$ cat src/rtl/decoder_defs.sv
// Shared definitions for the decoder family.
//   clog2       : constant function, ceil(log2(n)); returns 0 for n <= 1
//   POL_HIGH/LOW: output polarity selectors for the ACTIVE_LOW parameter
//   MODE_DIRECT/MODE_SCAN : encodings of the mode input
package decoder_defs;

  localparam int POL_HIGH = 0;
  localparam int POL_LOW  = 1;

  localparam logic MODE_DIRECT = 1'b0;
  localparam logic MODE_SCAN   = 1'b1;

  function automatic int clog2(input longint n);
    int r;
    r = 0;
    for (longint v = 1; v < n; v = v << 1) begin
      r = r + 1;
    end
    return r;
  endfunction

endpackage

$ cat src/rtl/v_decoder_core.sv
// Combinational index -> one-hot decoder.
//   idx_i    : index to decode (SEL_W bits)
//   onehot_o : 2**SEL_W wide; bit idx_i at the active level, all others
//              inactive. ACTIVE_LOW = POL_LOW inverts the whole vector.
module v_decoder_core
  import decoder_defs::*;
#(
  parameter int SEL_W      = 3,
  parameter int ACTIVE_LOW = POL_HIGH
) (
  input  logic [SEL_W-1:0]        idx_i,
  output logic [(1<<SEL_W)-1:0]   onehot_o
);

  always_comb begin
    onehot_o        = '0;
    onehot_o[idx_i] = 1'b1;
    if (ACTIVE_LOW == POL_LOW) begin
      onehot_o = ~onehot_o;
    end
  end

endmodule

$ cat src/rtl/v_decoder_scan.sv
// Registered one-hot decoder with a built-in scan sequencer.
//   clk, rst : clock, synchronous active-high reset
//   mode     : 0 = direct (idx holds), 1 = scan (idx advances every DWELL
//              enabled cycles)
//   load/sel : load sel into the index register (honoured even with en=0)
//   en       : 1 = run and drive res; 0 = freeze counters and blank res
//   res      : registered decode of the index (polarity from ACTIVE_LOW)
//   idx      : current index register
//   step     : one-cycle pulse when the sequencer advanced idx
//   wrap     : one-cycle pulse when that advance went from OUT_W-1 to 0
// Edge priority: rst > load > scan advance > hold.
module v_decoder_scan
  import decoder_defs::*;
#(
  parameter int SEL_W      = 3,
  parameter int DWELL      = 4,
  parameter int ACTIVE_LOW = POL_HIGH
) (
  input  logic                    clk,
  input  logic                    rst,
  input  logic                    mode,
  input  logic                    load,
  input  logic [SEL_W-1:0]        sel,
  input  logic                    en,
  output logic [(1<<SEL_W)-1:0]   res,
  output logic [SEL_W-1:0]        idx,
  output logic                    step,
  output logic                    wrap
);

  localparam int OUT_W  = 1 << SEL_W;
  // Dwell counter is at least one bit wide so DWELL=1 still has a register.
  localparam int DCNT_W = (clog2(DWELL) < 1) ? 1 : clog2(DWELL);

  localparam logic [DCNT_W-1:0] DCNT_LAST = DCNT_W'(DWELL - 1);
  localparam logic [SEL_W-1:0]  IDX_LAST  = SEL_W'(OUT_W - 1);
  localparam logic [OUT_W-1:0]  RES_IDLE  = (ACTIVE_LOW == POL_LOW) ? '1 : '0;

  logic [SEL_W-1:0]  idx_q,  idx_d;
  logic [DCNT_W-1:0] dcnt_q, dcnt_d;
  logic              step_q, step_d;
  logic              wrap_q, wrap_d;
  logic [OUT_W-1:0]  res_q,  res_d;
  logic [OUT_W-1:0]  dec_next;

  // Decode the next index so res shows the new value in the same cycle
  // that idx (and step/wrap) report it.
  v_decoder_core #(
    .SEL_W      (SEL_W),
    .ACTIVE_LOW (ACTIVE_LOW)
  ) u_core (
    .idx_i    (idx_d),
    .onehot_o (dec_next)
  );

  always_comb begin
    idx_d  = idx_q;
    dcnt_d = dcnt_q;
    step_d = 1'b0;
    wrap_d = 1'b0;

    if (load) begin
      idx_d  = sel;
      dcnt_d = '0;
    end else if (mode == MODE_SCAN) begin
      if (en) begin
        if (dcnt_q == DCNT_LAST) begin
          idx_d  = idx_q + SEL_W'(1);   // natural modulo-OUT_W wrap
          dcnt_d = '0;
          step_d = 1'b1;
          wrap_d = (idx_q == IDX_LAST);
        end else begin
          dcnt_d = dcnt_q + DCNT_W'(1);
        end
      end
    end else begin
      // Direct mode keeps the dwell counter cleared so a later switch to
      // scan gives a full first dwell.
      dcnt_d = '0;
    end

    res_d = en ? dec_next : RES_IDLE;
  end

  always_ff @(posedge clk) begin
    if (rst) begin
      idx_q  <= '0;
      dcnt_q <= '0;
      step_q <= 1'b0;
      wrap_q <= 1'b0;
      res_q  <= RES_IDLE;
    end else begin
      idx_q  <= idx_d;
      dcnt_q <= dcnt_d;
      step_q <= step_d;
      wrap_q <= wrap_d;
      res_q  <= res_d;
    end
  end

  assign res  = res_q;
  assign idx  = idx_q;
  assign step = step_q;
  assign wrap = wrap_q;

endmodule

$ cat config.mk
export PLATFORM = sky130hd
export DESIGN_NAME = v_decoder_scan
export DESIGN_NICKNAME = d
export VERILOG_FILES = /design/src/rtl/decoder_defs.sv /design/src/rtl/v_decoder_core.sv /design/src/rtl/v_decoder_scan.sv
export SDC_FILE = /design/constraint.sdc
export NUM_CORES = 1
export LEC_CHECK = 0
export ABC_AREA = 1
export CORE_UTILIZATION = 39
export DETAILED_ROUTE_END_ITERATION = 16
export HOLD_SLACK_MARGIN = 0.06
export PLACE_DENSITY_LB_ADDON = 0.15
export SYNTH_ARGS = -nofsm -noshare
export SYNTH_HDL_FRONTEND = slang
export SYNTH_SLANG_ARGS = --single-unit
$ cat constraint.sdc
create_clock -name clk -period 1.4 [get_ports clk]
set_clock_uncertainty 0.15 [all_clocks]
set_input_delay 0.28 -clock clk [delete_from_list [all_inputs] [get_ports clk]]
set_output_delay 0.28 -clock clk [all_outputs]
set_load 0.005 [all_outputs]
### Word-level counts from Yosys, hierarchy flattened

Index checks and enable logic that the tools add are counted.

| storage, ports and cells | value |
|---|---|
| logic and storage cells | 27 |
| RAM bits | 0 |
| register bits | 15 |
| latch bits | 0 |
| ROM bits | 0 |
| input port bits | 8 |
| memories | 0 |

| operators by class | value |
|---|---|
| equal/unequal tests | 2 |
| reductions and logical operators | 5 |
| $mul | 0 |
| divide/modulo/power cells | 0 |
| shift-type cells | 0 |
| muxes and demuxes | 8 |
| add/subtract/negate cells | 2 |
| bitwise operators | 3 |
| order comparisons | 2 |

Operators with widths:

| operator | number |
|---|---|
| 3-bit two-way mux | 4 |
| 5-bit OR reduction | 1 |
| 3-bit by 4-bit < comparator with 1-bit output, second input constant | 1 |
| 4-bit OR reduction | 1 |
| 3-bit by 1-bit adder with 3-bit output, second input constant | 1 |
| 1-bit demux with 3-bit select | 1 |
| 3-bit equality test, second input constant | 1 |
| 3-bit by 1-bit >= comparator with 1-bit output, second input constant | 1 |
| 1-bit inverter | 3 |
| 3-bit OR reduction | 1 |
| 2-bit by 1-bit adder with 2-bit output, second input constant | 1 |
| 2-bit equality test, second input constant | 1 |
| 1-bit two-way mux | 2 |
| 2-bit two-way mux | 1 |
| 2-bit OR reduction | 1 |
| 1-bit logical AND | 1 |

### Logic depth before layout (Yosys ltp)

Gate-level depths: netlist (run 1).

| logic depth | value |
|---|---|
| depth after elaboration | 9 |
| mapped depth | 8 |
| gate-level depth less buffers | 8 |

### By module

From an unflattened synthesis (run 1), not the netlist that was laid out.

| second synthesis, totals | value |
|---|---|
| cell total of the unflattened synthesis | 88 |
| area total of the unflattened synthesis | 669.4 µm² |

Modules (own cells, without submodules):

| module | times used | seq. area each (µm²) | cells each | area an instance (µm²) |
|---|---|---|---|---|
| v_decoder_scan | 1 | 300.3 | 73 | 613.1 |
| v_decoder_core | 1 | 0.0 | 15 | 56.3 |

### Least setup slack after synthesis (run 1)

No wires, ideal clock.

| path | value |
|---|---|
| path type | reg2reg |
| from | register idx_q[0], in the netlist idx[0] |
| to | register res_q[4], in the netlist res[4] |
| data required time | 1133 ps |
| cell stages (with the launch flop) | 9 |
| clock period less this slack | 1404 ps |
| arrival time | 1137 ps |
| setup slack | -4 ps |
| library setup time | 117 ps |
| cell sequence | dfxtp_1 ha_1 ha_1 inv_1 nand4_1 nand3_1 nand2_1 nand2_1 nor2_1 |

| on the way | value |
|---|---|
| longest elaborated chain between the ends | 9 |
| elaborated cells on any way between the ends | 10 |
| those cells by class | add/sub (1); order compare (2); mux (6); reduce/logical (1) |

Ends and longest elaborated chain:

| what | RTL line | RTL |
|---|---|---|
| from (decl) | v_decoder_scan.sv:39 | `logic [SEL_W-1:0] idx_q, idx_d;` |
| from (signal assigned) | v_decoder_scan.sv:93 | `idx_q <= idx_d;` |
| 3-bit by 1-bit adder with 3-bit output | v_decoder_scan.sv:68 | `idx_d = idx_q + SEL_W'(1);` |
| 3-bit two-way mux | v_decoder_scan.sv:67 | `if (dcnt_q == DCNT_LAST) begin` |
| 3-bit two-way mux | v_decoder_scan.sv:66 | `if (en) begin` |
| 3-bit two-way mux (*) | v_decoder_scan.sv:65 | `end else if (mode == MODE_SCAN) begin` |
| 3-bit two-way mux (*) | v_decoder_scan.sv:62 | `if (load) begin` |
| 3-bit by 4-bit < comparator with 1-bit output (implied by the code) / 3-bit by 1-bit >= comparator with 1-bit output (equally long branches) | v_decoder_core.sv:17 | `onehot_o[idx_i] = 1'b1;` |
| 1-bit logical AND (implied by the code) | v_decoder_core.sv:17 |  |
| 1-bit two-way mux (implied by the code) | v_decoder_core.sv:17 |  |
| 1-bit demux with 3-bit select (*) | n/a |  |
| to (signal assigned) | v_decoder_scan.sv:97 | `res_q <= res_d;` |
| to (decl) | v_decoder_scan.sv:43 | `logic [OUT_W-1:0] res_q, res_d;` |

Every way passes the cells marked *; elsewhere a longest branch is shown, timed or not.
A chain may end at the register's enable or synchronous reset.

### Worst setup path in the final report (run 1)

| path | value |
|---|---|
| from | register idx_q[1], in the netlist idx[1] |
| to | register res_q[0], in the netlist res[0] |

The elaborated chain is that of the path after synthesis.

==> summary.txt, run 1 <==
Routing
  – Via count: 684
  – Post-DRT Antenna Nets: 0
  – DRC Markers: 1
  – Post-DR wirelength/cell: 11.85 µm
  – Router iterations before antenna repair: 10
  – Final WL: 1624 µm
  – Initial DRC Count: 14
  – Vias per cell: 4.993

STA
  – Least-Margin Pin Slew: 0.3050 ns
  – Final Hold Violating Endpoints: 0
  – Final worst path period share: 109.8%
  – Setup violations, final: 9
  – Final Worst Setup Slack: -0.1375 ns
  – Normalized max-slew margin: 79.63%
  – RSZ-0062 raised after global routing: true
  – WHS: 0.2567 ns
  – Max Freq: 0.6504 GHz
  – Tmin final: 1.537 ns
  – Fin. max-slew vios: 0

Worst setup path
  – Worst-path fanout max: 3
  – Reg2Reg Capture Point: res[0]
  – CP Class: flip-flop to flip-flop
  – Worst R2R Path Depth: 8
  – Worst setup EP type: flip-flop
  – CP arrival: 1.57 ns
  – FF-to-FF Start: idx[1]
  – R2r setup slk: -0.14 ns
  – CP required: 1.43 ns
  – Startpoint Class: flip-flop

Cells and area
  – Fill count: 147
  – Final core area utilization: 67.01%
  – Layout cell share with drive strength beyond 1: 31.40%
  – # diodes: 0
  – Final Net Count: 134
  – Area grow syn2layout: 54.63%
  – Final std cells w/o fill: 137

Power
  – Comb pwr share: 18.3%
  – Static leakage: 0.0005008 µW
  – Switching share of power: 27.18%
  – Psw: 232.9 µW
  – Worst vdd ir: 0.0005737 V
  – Internal power: 623.8 µW
  – Seq pwr share: 51.9%
  – Clock group share of total power: 29.8%
  – Pwr per Cell Area: 820.0 nW/µm²

Min path
  – Hold Crit Start: en
  – Hold path endpoint: dcnt_q[1]
  – Worst min path class: primary input to flip-flop
  – Hold Path Cell Cnt: 3

Logic synthesis
  – Post-synthesis cell type count: 17
  – Yosys warning count: 0
  – Yosys top cell by area: dfxtp_1
  – Syn Std Cell Area: 675.6 µm²
  – Top cell type's share of synthesized area: 44.44%
  – Synth async-reset ratio: 0%
  – Primary FF master, synth: dfxtp_1
  – Syn_area_per_cell: 7.678 µm²
  – Synth top area cells: dfxtp_1, nand2_1, nor2_1
  – Synthesized instance count: 88
  – Net count after synthesis: 100
  – Sequential share of the synthesized area: 44.44%
  – Post-synth EDFFs: 0
  – Yosys reg bits: 15

Place
  – Placed Cells: 131
  – DPL Wire Length: 1199 µm
  – Placer Congestion: 0.9566
  – I/O Buffers: 20

Global route
  – First-pass GRT wire length: 2663 µm
  – Total grt overflow: 0
  – Via count of the first global-routing pass: 637
  – GRT Total Usage: 19.60%
  – Initial antenna violation count: 0
  – Pin count of the biggest net entering global routing: 10

Die
  – Die area: 1903 µm²
  – Horiz. Die Dim: 43.62 µm
  – Initial Util: 43.34%
  – Die Ht: 43.62 µm
  – Ports: 21
  – Row cnt: 14
  – Placeable core area: 1559 µm²

Clock tree
  – Max clock buf depth: 2
  – Clock Latency Late Sink: 0.29 ns
  – TritonCTS clock tree: done
  – H-Tree Depth: 1
  – Clock buffer count from CTS: 3
  – Clk pin slew, worst setup/hold paths: 0.10 ns
  – Root Driver: clkbuf_4
  – Sink Count: 15

Job
  – Maxcap violations: 0

Outcome
  – Status: finished with violations
  – Failing checks: design-rule violations, negative setup slack
-- kinds of logic after synthesis --
| kind of cell | Yosys count | share of synthesized area [%] |
|---|---|---|
| AOI/OAI and AO/OA | 3 | 2.222 |
| and+or+nand+nor | 55 | 37.59 |
| buffers and inverters | 11 | 8.333 |
| adders and majority gates | 4 | 7.408 |
| DFF | 15 | 44.44 |
-- cell usage in the layout, fill, tap and decap left out --
master / netlist / layout
clkinv_2: 0 / 1
nor2_1: 14 / 13
nand3b_1: 1 / 1
clkdlybuf4s50_1: 0 / 6
nand2_2: 2 / 7
dlygate4sd2_1: 0 / 11
inv_1: 7 / 6
or2_0: 2 / 2
clkbuf_2: 0 / 1
nor3_1: 1 / 1
ha_4: 0 / 3
dfxtp_1: 15 / 10
dfxtp_4: 0 / 1
nand3_2: 1 / 2
buf_6: 1 / 2
nor2_2: 0 / 1
dlymetal6s2s_1: 0 / 1
dfxtp_2: 0 / 4
nand2_1: 19 / 14
clkdlybuf4s15_1: 0 / 1
a21oi_1: 3 / 3
nand4_1: 5 / 5
clkbuf_4: 0 / 3
ha_1: 4 / 1
or2_2: 1 / 1
nand3_1: 9 / 8
buf_4: 2 / 10
inv_2: 1 / 2
-- layer usage --
layer / vias up / part of all wire [%] / global-route usage (%)
met4: 0 / 2.7 / 10.63
met3: 7 / 7.5 / 7.500
li1: 347 / - / -
met1: 306 / 44 / 24.80
met5: - / 0 / 0
met2: 24 / 45 / 28.66
-- metrics by stage --
step | setup WS, ns | power (µW) | area, µm² | setup TNS [ns]
2_1_floorplan | 0.007029 | 522.3 | 676.9 | 0
3_3_place_gp | -0.3596 | 588.1 | 945.9 | -4.208
3_5_place_dp | -0.3648 | 591.8 | 945.9 | -4.300
4_1_cts | -0.1364 | 851.3 | 1018 | -0.9507
5_1_grt | -0.1882 | 899.9 | 1045 | -1.568
6_report | -0.1375 | 856.7 | 1045 | -0.9439
-- final cells by class --
type                       instances  area (µm²)  area share (%)
multi-input combinational         62       376.6           36.05
sequential                        15       309.0           29.58
timing repair buffer              32       281.5           26.95
inverter                           8       30.03           2.874
clock buffer                       3       22.52           2.156
tap                               16       20.02           1.916
clock inverter                     1       5.005          0.4790
-- what timing repair did --
item                                    4_1_cts  5_1_grt
buffers inserted                              3        0
endpoints found under the setup margin       23       15
pin swaps                                    11        8
hold buffers                                  0        0
resized for setup                            26       11
-- critical path, stage by stage, from the launching register on --
cell	delay, ns
dfxtp_2	0.34
buf_6	0.11
ha_4	0.15
ha_4	0.26
nand4_1	0.08
nand3_1	0.12
nand2_2	0.09
nand2_2	0.08
nor2_1	0.04
-- cell usage after synthesis (2+ instances only) --
master    n
a21oi_1   3
buf_4     2
dfxtp_1  15
ha_1      4
inv_1     7
nand2_1  19
nand2_2   2
nand3_1   9
nand4_1   5
nor2_1   14
or2_0     2
-- registers in the layout, indices dropped and copies added, names as in the netlist --
signal / flops
step: 1
res: 8
dcnt_q: 2
wrap: 1
idx: 3
-- power by group through the flow --
stage / Clock (µW) / Sequential, µW / Combinational (µW)
2_1_floorplan: 0 / 456 / 66.5
3_3_place_gp: 0 / 454 / 134
3_5_place_dp: 0 / 455 / 137
4_1_cts: 258 / 444 / 150
5_1_grt: 281 / 446 / 174
6_report: 255 / 445 / 157
-- how the worst max path moves through the flow --
stage / endpoint / slack, ns / depth (start not counted) / startpoint
2_1_floorplan: res[4] / 0.007 / 8 / idx[0]
3_3_place_gp: res[0] / -0.36 / 5 / en
3_5_place_dp: res[0] / -0.36 / 5 / en
4_1_cts: res[0] / -0.14 / 8 / idx[1]
5_1_grt: res[2] / -0.19 / 8 / idx[1]
6_report: res[0] / -0.14 / 8 / idx[1]
(Power assumes the default switching activity.)
==> run 2, diff against run 1 <==
--- a/config.mk
+++ b/config.mk
@@ -6,7 +6,7 @@
 export NUM_CORES = 1
 export LEC_CHECK = 0
 export ABC_AREA = 1
-export CORE_UTILIZATION = 39
+export CORE_UTILIZATION = 44
 export DETAILED_ROUTE_END_ITERATION = 16
 export HOLD_SLACK_MARGIN = 0.06
 export PLACE_DENSITY_LB_ADDON = 0.15
==> constraint.sdc (replaced) <==
create_clock -name clk -period 1.5 [get_ports clk]
set_clock_uncertainty 0.15 [all_clocks]
set_input_delay 0.3 -clock clk [delete_from_list [all_inputs] [get_ports clk]]
set_output_delay 0.3 -clock clk [all_outputs]
set_load 0.005 [all_outputs]
==> run 2 against run 1 <==
Net effect: the run now ends clean; sequential cell count stayed put; global-route usage is 5.1 points higher; first-iteration DRC count is 130% higher; clock power is 7.8% lower; worst setup slack better by 0.16 ns; clock-buffer cell count stayed put; non-clock buffer count is 2 lower; via count is 1.2% higher; combinational power is 15% lower; highest routed layer unchanged.
==> summary.txt, run 2 (same netlist as run 1, synthesis figures left out) <==
Outcome
  – Status: completed

Clock tree
  – Clock Latency Late Sink: 0.28 ns (about the same)
  – H-Tree Depth: 1 (unchanged)
  – Clk pin slew, worst setup/hold paths: 0.09 ns (about the same)
  – Sink Count: 15 (unchanged)
  – TritonCTS clock tree: done
  – Root Driver: clkbuf_4
  – Max clock buf depth: 2 (unchanged)
  – Clock buffer count from CTS: 3 (unchanged)

Power
  – Worst vdd ir: 0.0005921 V (+3.2%)
  – Pwr per Cell Area: 782.7 nW/µm² (-4.6%)
  – Static leakage: 0.0004876 µW (-2.6%)

STA
  – Normalized max-slew margin: 77.33% (-2.3 points)
  – Setup violations, final: 0 (-9)
  – Final Hold Violating Endpoints: 0 (unchanged)
  – Max Freq: 0.6778 GHz
  – Final Worst Setup Slack: 0.02453 ns (+0.1620 ns)
  – Final worst path period share: 98.36%
  – RSZ-0062 raised after global routing: true
  – Fin. max-slew vios: 0 (unchanged)
  – Least-Margin Pin Slew: 0.3395 ns (+0.03441 ns)
  – Tmin final: 1.475 ns

Cells and area
  – Final core area utilization: 73.35% (+6.3 points)
  – Fill count: 125 (-15%)
  – Area grow syn2layout: 48.33%
  – Final std cells w/o fill: 134 (-2.2%)
  – Most frequent cells in the layout: nand2_1, nor2_1, dlygate4sd2_1
  – # diodes: 0 (unchanged)
  – Final Net Count: 132 (-1.5%)
  – Layout cell share with drive strength beyond 1: 22.69% (-8.7 points)
  – Commonest non-fill, non-tap cell in the layout: nand2_1
  – Max FFs per register: 8 (unchanged)

Worst setup path
  – Worst setup EP type: primary output
  – CP required: 1.05 ns (-0.38 ns)
  – Worst-path fanout max: 3 (unchanged)
  – CP Class: flip-flop to primary output
  – CP arrival: 1.03 ns (-0.54 ns)
  – Startpoint Class: flip-flop
  – Worst R2R Path Depth: 8 (unchanged)

Place
  – Placer Congestion: 0.8164 (-15%)
  – DPL Wire Length: 1224 µm (+2.0%)
  – Pre-CTS setup slack: -0.2753 ns (+0.08950 ns)
  – I/O Buffers: 20 (unchanged)
  – Placed Cells: 129 (-1.5%)

Routing
  – Post-DR wirelength/cell: 12.26 µm (+3.4%)
  – DRC Markers: 0 (-1)
  – Initial DRC Count: 32 (+18)
  – Post-DRT Antenna Nets: 0 (unchanged)
  – Router iterations before antenna repair: 4 (-6)
  – Vias per cell: 5.164 (+3.4%)
  – Via count: 692 (+1.2%)
  – Final WL: 1643 µm (+1.2%)

Min path
  – Worst min path class: primary input to flip-flop
  – Hold Path Cell Cnt: 3 (unchanged)

Die
  – Ports: 21 (unchanged)
  – Die Ht: 41.19 µm (-5.6%)
  – Horiz. Die Dim: 41.19 µm (-5.6%)
  – Die area: 1696 µm² (-11%)
  – Row cnt: 13 (-1)
  – Initial Util: 49.45% (+6.1 points)
  – Placeable core area: 1366 µm² (-12%)

Global route
  – First-pass GRT wire length: 2615 µm (-1.8%)
  – Via count of the first global-routing pass: 666 (+4.6%)
  – Initial antenna violation count: 0 (unchanged)
  – Total grt overflow: 0 (unchanged)
  – Pin count of the biggest net entering global routing: 10 (unchanged)
  – GRT Total Usage: 24.75% (+5.1 points)

Job
  – Maxcap violations: 0 (unchanged)
[run 2: worst paths after layout]
path              slack, ns        end      start
hold / removal         0.28  dcnt_q[1]         en
hold reg to reg        0.35  dcnt_q[1]  dcnt_q[1]
setup reg to reg       0.06     res[7]     idx[1]
setup / recovery       0.02     idx[1]     idx[1]
[run 2: timing repair]
item	4_1_cts	5_1_grt
endpoints found under the setup margin	21	14
hold endpoints to repair	0	0
hold buffers	0	0
resized for setup	20	5
gates cloned	0	0
setup buffers	2	0
pin swaps	6	2
[run 2: where the power goes]
group | total, µW | internal, µW | switching (µW) | leakage, µW
Clock | 235 | 99.2 | 135 | 0.0000177
Combinational | 134 | 68.4 | 65.3 | 0.000346
Sequential | 416 | 409 | 6.66 | 0.000124
Total | 784 | 577 | 207 | 0.000488
[run 2: area by class of cell]
| class | count | area (µm²) | area share [%] |
|---|---|---|---|
| Timing Repair Buffer | 30 | 262.8 | 26.22 |
| Sequential cell | 15 | 306.5 | 30.59 |
| Tap cell | 15 | 18.77 | 1.873 |
| Inverter | 8 | 30.03 | 2.996 |
| Multi-Input combinational cell | 62 | 356.6 | 35.58 |
| Clock buffer | 3 | 22.52 | 2.247 |
| Clock inverter | 1 | 5.005 | 0.4994 |
[run 2: worst max-delay path, cell delays in order, from the launching register on]
cell and delay [ns]:
dfxtp_2 0.35, buf_4 0.14, dlygate4sd2_1 0.25
[run 2: through the flow]
step,area [µm²],TNS (ns),power [µW],hold WS [ns]
after floorplan,675.6,0,487.1,0.2191
after global placement,935.9,-2.503,548.8,0.3243
after detailed placement,935.9,-3.245,552.5,0.3390
after CTS,985.9,0,787.7,0.3546
after global routing,1002,-0.07727,823.7,0.2865
final,1002,0,784.4,0.2825
[run 2: per-layer routing]
metal / wire length (µm) / track usage [%]
met1: 673 / 26.86
met2: 820 / 39.84
met3: 77 / 5.978
met4: 71 / 20.97
met5: 0 / 0
==> patch, RTL diff (flow settings as in run 1) <==
Put one more register stage on the output `res`, with the module's reset. The value now appears one clock later. The other outputs are not delayed to match. Comments in the files are not updated.
--- a/src/rtl/v_decoder_scan.sv
+++ b/src/rtl/v_decoder_scan.sv
@@ -99,5 +99,11 @@
   end
 
-  assign res  = res_q;
+  always_ff @(posedge clk) begin
+    if (rst) begin
+      res <= '0;
+    end else begin
+      res <= res_q;
+    end
+  end
   assign idx  = idx_q;
   assign step = step_q;
Check against the original RTL: not equivalent (a bounded check fails within 4 cycles, from zero or initial values and one cycle with rst high).
==> patch against run 1 <==
The run ends with setup timing left; synthesized cell count up 26%; cell area grew 22%; utilization shrank 9.0 points; sequential cell count up 8; power grew 31%; wire length decreased by 3.4%; setup slack improved by 20 ps; critical path type unchanged; synthesized area rose by 34%.
==> patch: results (changes against run 1) <==
status=finished, violations left (unchanged); failing checks=setup timing (was DRC, setup timing); top cells by area, synth=dfxtp_1 51%, nor2_1 9.1%, nand2_1 7.5% (was dfxtp_1 44%, nand2_1 11%, nor2_1 7.8%); HP Class=reg -> reg (was in -> reg); Worst Hold Depth=2 (was 3); Worst Path Arrival=1570 ps (about the same); drt total wl=1570 um (was 1620 um); Placer Congestion=0.834 (was 0.957); DR pass1 iterations=4 (was 10); Syn Nets=123 (was 100); clock-pin slew on the worst setup and hold paths=120 ps (was 100 ps); # nets final=157 (was 134); crit-path max FO=3 (unchanged); uppermost layer routed=met4 (unchanged); initial antenna violation count=0 (unchanged); Rel. slew slack=0.799 (was 0.796); via/cell ratio=4.48 (was 4.99); post-synthesis cell count=111 (was 88); WS Path Type=reg -> reg (unchanged); cts repair resizes=24 (was 26); Unique masters post-synth=18 (was 17); Metal-1 WL=753 um (was 721 um); r2r endpoint=res_q[0]$_SDFF_PP0_ (was res[0]$_SDFF_PP0_); DR WL met3=68 um (was 121 um); final setup margin=-117 ps (was -137 ps); post-DR wirelength/cell=9.12 um (was 11.9 um); met3 Usage GRT=0.0303 (was 0.0750); gr usage total=0.145 (was 0.196); GR met2 Demand/Resource=0.260 (was 0.287); VDD IR max=510 uV (was 574 uV); CTS Buf Count=3 (unchanged); detailed placement HPWL=1250 um (was 1200 um); met2 wire len=721 um (was 737 um); Lkg Pwr=0.580 nW (was 0.501 nW); DP Worst Slack=-330 ps (was -365 ps); ys async rst share=0 (unchanged); Placed Area=1210 um2 (was 946 um2); post-synthesis sequential area ratio=0.508 (was 0.444); Placed Instances=166 (was 131); pin count of the biggest net entering global routing=14 (was 10); H-tree Lvls=1 (unchanged); setup_tns=-721 ps (was -944 ps); vias in the first global route=701 (was 637); Initial DRC Count=10 (was 14); GRT met1 Usage=0.166 (was 0.248); share of cells above drive strength 1=0.250 (was 0.314); first-pass GRT wire length=2760 um (was 2660 um); final setup fails=9 (unchanged); top post-synthesis cells by count=23 x dfxtp_1, 22 x nor2_1, 18 x nand2_1, 13 x inv_1, 7 x nand3_1 (was 19 x nand2_1, 15 x dfxtp_1, 14 x nor2_1, 9 x nand3_1, 7 x inv_1)
## patch: cell types whose count changed in the layout (fill, tap and decap cells not counted), sizes merged
cell	change
inv	+7
buf	+1
dfxtp	+8
nor2	+8
clkdlybuf4s15	-1
dlymetal6s2s	-1
clkdlybuf4s50	+1
## patch: cell families (layout without fill, tap and decap cells)
kind of cell,count (synthesis),after routing,share of synthesized area
AOI/OAI and AO/OA,3,3,0.0166
adders and majority gates,4,4,0.0553
and+or+nand+nor,63,63,0.327
DFF,23,23,0.508
buffers and inverters,18,51,0.0925
## patch: final cells by class
| type | instances | area [um2] |
|---|---|---|
| flip-flops and latches | 23 | 464 |
| repair buffers | 32 | 283 |
| clock inverters | 1 | 5.00 |
| clock buffers | 3 | 22.5 |
| multi-input cells | 70 | 399 |
| inverters | 15 | 61.3 |
| well taps | 28 | 35.0 |
| fillers | 209 | 921 |
## patch: critical path: stages, from the launching register on
cell	delay, ps
dfxtp_2	340
buf_6	110
ha_4	150
ha_4	260
nand4_1	90
nand3_1	110
nand2_2	70
nand2_1	90
nor2_1	50
## patch: report_power, final
part           switching, W  internal, W
registers        0.00000597     0.000669
logic             0.0000772    0.0000802
clock network      0.000187     0.000106
## patch: how the worst min path moves through the flow
stage | start | to | slack, ps
2_1_floorplan | rst | idx[0]$_SDFF_PP0_ | 190
3_3_place_gp | res_q[6]$_SDFF_PP0_ | res[6]$_SDFF_PP0_ | 240
3_5_place_dp | res_q[2]$_SDFF_PP0_ | res[2]$_SDFF_PP0_ | 240
4_1_cts | res_q[2]$_SDFF_PP0_ | res[2]$_SDFF_PP0_ | 260
5_1_grt | res_q[4]$_SDFF_PP0_ | res[4]$_SDFF_PP0_ | 280
6_report | res_q[2]$_SDFF_PP0_ | res[2]$_SDFF_PP0_ | 260
